[src/rtl/bcd_down_timer.sv]
// Loadable multi-digit BCD down-counter with an IDLE/RUN/DONE control FSM.
// Counts down on qualified ticks, stops at zero and pulses done for one cycle.
module bcd_down_timer #(
  parameter int DIGITS = 2
) (
  input  logic                clk,
  input  logic                reset,
  input  logic                load,
  input  logic [4*DIGITS-1:0] load_val,
  input  logic                start,
  input  logic                abort,
  input  logic                tick_en,
  output logic [4*DIGITS-1:0] q,
  output logic                busy,
  output logic                done,
  output logic                zero
);

  localparam int W = 4 * DIGITS;

  typedef enum logic [1:0] {
    S_IDLE,
    S_RUN,
    S_DONE
  } state_t;

  state_t         r_state;
  state_t         w_state_nxt;
  logic [W-1:0]   r_q;
  logic [W-1:0]   w_q_nxt;
  logic [W-1:0]   w_q_dec;
  logic [W-1:0]   w_q_clamp;
  logic           r_busy;
  logic           r_done;
  logic           w_zero;
  logic           w_one;

  assign w_zero = (r_q == '0);
  assign w_one  = (r_q == W'(1));

  // Out-of-range preset digits saturate to 9 so the counter never holds non-BCD.
  always_comb begin
    w_q_clamp = load_val;
    for (int i = 0; i < DIGITS; i++) begin
      if (load_val[4*i +: 4] > 4'd9) w_q_clamp[4*i +: 4] = 4'd9;
    end
  end

  // Borrow ripples up through zero digits; each zero digit it passes wraps to 9.
  always_comb begin
    logic borrow;
    borrow  = 1'b1;
    w_q_dec = r_q;
    for (int i = 0; i < DIGITS; i++) begin
      if (borrow) begin
        if (r_q[4*i +: 4] == 4'd0) begin
          w_q_dec[4*i +: 4] = 4'd9;
        end else begin
          w_q_dec[4*i +: 4] = r_q[4*i +: 4] - 4'd1;
          borrow            = 1'b0;
        end
      end
    end
  end

  always_comb begin
    // NOTE: every always_comb output gets a default first so no path infers a latch.
    w_state_nxt = r_state;
    w_q_nxt     = r_q;
    if (load) begin
      w_q_nxt     = w_q_clamp;
      w_state_nxt = S_IDLE;
    end else begin
      unique case (r_state)
        S_IDLE: begin
          if (!abort && start) w_state_nxt = w_zero ? S_DONE : S_RUN;
        end
        S_RUN: begin
          if (abort) begin
            w_state_nxt = S_IDLE;
          end else if (w_zero) begin
            w_state_nxt = S_DONE;
          end else if (tick_en) begin
            w_q_nxt = w_q_dec;
            if (w_one) w_state_nxt = S_DONE;
          end
        end
        S_DONE:  w_state_nxt = S_IDLE;
        default: w_state_nxt = S_IDLE;
      endcase
    end
  end

  always_ff @(posedge clk or posedge reset) begin
    if (reset) begin
      r_state <= S_IDLE;
      r_q     <= '0;
      r_busy  <= 1'b0;
      r_done  <= 1'b0;
    end else begin
      // NOTE: non-blocking assignments keep every flop sampling pre-edge values.
      r_state <= w_state_nxt;
      r_q     <= w_q_nxt;
      r_busy  <= (w_state_nxt == S_RUN);
      r_done  <= (w_state_nxt == S_DONE);
    end
  end

  assign q    = r_q;
  assign busy = r_busy;
  assign done = r_done;
  assign zero = w_zero;

endmodule

[config.mk]
export PLATFORM = sky130hd
export DESIGN_NAME = bcd_down_timer
export DESIGN_NICKNAME = d
export VERILOG_FILES = /design/src/rtl/bcd_down_timer.sv
export SDC_FILE = /design/constraint.sdc
export NUM_CORES = 1
export LEC_CHECK = 0
export ABC_CLOCK_PERIOD_IN_PS = 1580
export BUFFER_PORTS_ARGS = -buffer_cell sky130_fd_sc_hd__buf_2
export CORE_MARGIN = 1
export CORE_UTILIZATION = 47
export CTS_CLUSTER_DIAMETER = 200
export DETAILED_ROUTE_END_ITERATION = 16
export GPL_ROUTABILITY_DRIVEN = 0
export PLACE_DENSITY = 0.76
export SETUP_SLACK_MARGIN = 0.3
export SLEW_MARGIN = 0
export SYNTH_ARGS = -nofsm -noshare
export SYNTH_HDL_FRONTEND = slang
export SYNTH_SLANG_ARGS = --single-unit
[constraint.sdc]
create_clock -name clk -period 1.58 [get_ports clk]
set_input_delay 0.079 -clock clk [delete_from_list [all_inputs] [get_ports clk]]
set_output_delay 0.079 -clock clk [all_outputs]
set_load 0.005 [all_outputs]
==> results.yml <==
power_and_ir_drop:
  p_leak_uw: 0.000423
  powerDensity_mw_per_mm2: 829
  ir_drop_uv: 482
setup_path:
  cp_num_buf_inv: 2
  worst_setup_path_end_kind: "flop"
  critPathLaunchType: "flop"
  crit_slowest_cell: "dfrtp_2"
  path_class: "flop to flop"
  cpPeakStageDelay_ns: 0.46
  cp.required_ns: 1.72
  crit_path_max_fanout: 6
  worstPathArrival_ns: 1.59
  critPathTopFamily: "flip-flops"
  cp_cell_sequence: "nor4_4 > buf_4 > buf_6 > nor2_1 > mux2i_1 > o21ai_1"
clocking:
  worstSkewPairLatency_ns: 0.28
  cts_tree: "done"
  root_buffer: "clkbuf_4"
  path_clk_slew_ns: 0.07
  clockBufferDepth: 2
  htreeDepth: 1
  clock_sinks: 12
  numCtsBuffers: 3
sta:
  finClkSkew_ns: 0.00290
  fmax_ghz: 0.692
  worst_pin_slew_ns: 0.450
  rsz0062_at_grt: "true"
  setup_tns_ns: 0
  post-route-period-util: 0.915
  slew_headroom: 0.700
  drv_slew: 0
  layout_min_cycle_time_ns: 1.44
  setup_violations: 0
  hold_violations: 0
placement:
  dp_cells: 112
  portBuffers: 24
  dpl.hpwl_um: 1020
logic_synthesis:
  synthMuxAreaShare: 0.0432
  synthSimpleGateAreaFrac: 0.288
  synth_nets: 89
  syn_area_sq_um: 694
  synth_cells: 75
  synthTopCellsByArea: "dfrtp_1 (43%), nor2_1 (5.4%), mux2i_1 (4.3%)"
  ys_types: 27
  synth_top_family_by_area: "simple AND/OR/NAND/NOR gates"
  synth-seq-cells: 12
  synth_top_cell_area_share: 0.432
  syn_area_per_cell_sq_um: 9.26
  synth_fa_ha_area_frac: 0
  yosys.area.top_type: "dfrtp_1"
  synth_compound_area_frac: 0.193
  synth_seq_area_share: 0.432
  synth-xor-area-share: 0
  synth_warnings: 0
cells_and_area:
  syn2layout_area_growth_pct: 34.1
  n_antenna_cell: 0
  utilization: 0.698
  layout-drive-gt1-share: 0.396
  fin_cells: 121
  nets: 121
routing:
  routed_wire_length_per_instance_um: 12.7
  drtPass1Iterations: 4
  drt-initial-drc-count: 12
  final_antenna_net_count: 0
  viasPerCell: 5.49
  drt_wl_total_um: 1530
  drc_errors: 0
  vias: 664
global_route:
  gr-max-usage-layer: "met2"
  grt_overflow: 0
  grtUsageMet2: 0.337
  antenna_found_initial: 0
  grt_max_degree: 19
  grt_pass1_vias: 553
  met3_usage: 0.100
  grt_pass1_wl_um: 2230
  grt.total_usage: 0.214
  use_met1: 0.251
outcome:
  status: "finished clean"
floorplan:
  chipHeight_um: 40.4
  dieWidth_um: 40.4
  rows: 13
  ioPinCount: 25
  initial_utilization: 0.521
  die-area_sq_mm: 0.00164
  core_sq_mm: 0.00133
hold_path:
  hold_class: "primary input to flop"
run:
  drv_cap: 0
==> through the flow <==
| step | setup WS (ns) | instance area [sq um] | total power, uW | hold WS, ns |
|---|---|---|---|---|
| after floorplan | 0.271 | 694 | 444 | -0.0563 |
| after global placement | 0.209 | 830 | 501 | 0.108 |
| after detailed placement | 0.182 | 830 | 504 | 0.110 |
| after CTS | 0.124 | 912 | 768 | 0.0406 |
| after global routing | 0.0459 | 931 | 824 | 0.0463 |
| final | 0.135 | 931 | 772 | 0.0489 |
==> final cells by class <==
cell class	count	area, sq um
inverter	5	18.8
multi-input combinational	55	382
clock buffer	4	36.3
sequential	12	304
tap	15	18.8
timing repair buffer	30	171
fill	119	403
==> state kept, by name, indices dropped and copies added (netlist names) <==
register	count
q	8
busy	1
done	1
r_state	2
==> Yosys cell counts, drive strengths merged <==
library cell / n
mux2i: 3
nand3: 3
o21ai: 7
a211oi: 3
nand2b: 3
a211o: 1
a22o: 1
inv: 5
nor3: 3
a32oi: 1
o41ai: 1
nor4: 3
nor2b: 1
a21oi: 4
dfrtp: 12
nand2: 5
nand4bb: 1
nor2: 10
clkbuf: 3
nor3b: 1
o21a: 1
a22oi: 1
or2: 1
a31oi: 1
==> path summary, 6_finish.rpt <==
path / startpoint / to / slack, ns / cells after the start
max: q[5]$_DFFE_PP0P_ / q[4]$_DFFE_PP0P_ / 0.14 / 6
min: load_val[0] / q[0]$_DFFE_PP0P_ / 0.05 / 3
max reg2reg: q[5]$_DFFE_PP0P_ / q[4]$_DFFE_PP0P_ / 0.14 / 6
min reg2reg: r_state[0]$_DFF_PP0_ / r_state[1]$_DFF_PP0_ / 0.64 / 2
max in group asynchronous: reset / q[5]$_DFFE_PP0P_ / 0.90 / 3
min in group asynchronous: reset / q[7]$_DFFE_PP0P_ / 0.35 / 3
==> worst min-delay path, delay by kind of cell <==
| family | cells | cell delay (ns) |
|---|---|---|
| AOI/OAI and AO/OA | 1 | 0.07 |
| buffers and inverters | 2 | 0.13 |
==> cell usage in the layout, fill, tap and decap left out, types with 3 or more instances in the layout <==
master    netlist  layout
dfrtp_2         0       3
dfrtp_1        12       9
nand3_1         3       3
a211oi_1        3       3
nor2_1         10       9
inv_1           5       5
nand2_1         5       5
o21ai_1         3       4
clkbuf_4        0       3
buf_4           0       4
o21ai_0         4       3
nand2b_1        3       3
mux2i_1         3       3
buf_2           0      24
a21oi_1         4       4
==> report_power, final <==
| group | leakage [uW] | total (uW) | internal (uW) | switching, uW |
|---|---|---|---|---|
| Sequential | 0.000147 | 376 | 331 | 44.5 |
| Clock | 0.0000210 | 245 | 140 | 104 |
| Combinational | 0.000255 | 152 | 79.5 | 72.2 |
==> what timing repair did <==
item,CTS,global route
endpoints found under the setup margin,12,13
pin swaps,5,4
endpoints found under the hold margin,12,0
buffers inserted,4,0
resized for setup,3,5
hold buffers,1,0
gates cloned,0,0
==> per-layer routing <==
layer  vias up  routed length (um)
met1       305                 693
met3         2                 106
li1        332                   -
met2        25                 707
met5         -                   0
met4         0                  23
==> cells by family (layout without fill, tap and decap cells) <==
logic type | Yosys count | in the layout
compound gates | 21 | 21
buf+inv | 8 | 39
simple gates | 31 | 31
flops | 12 | 12
mux | 3 | 3
(Power assumes the default switching activity.)
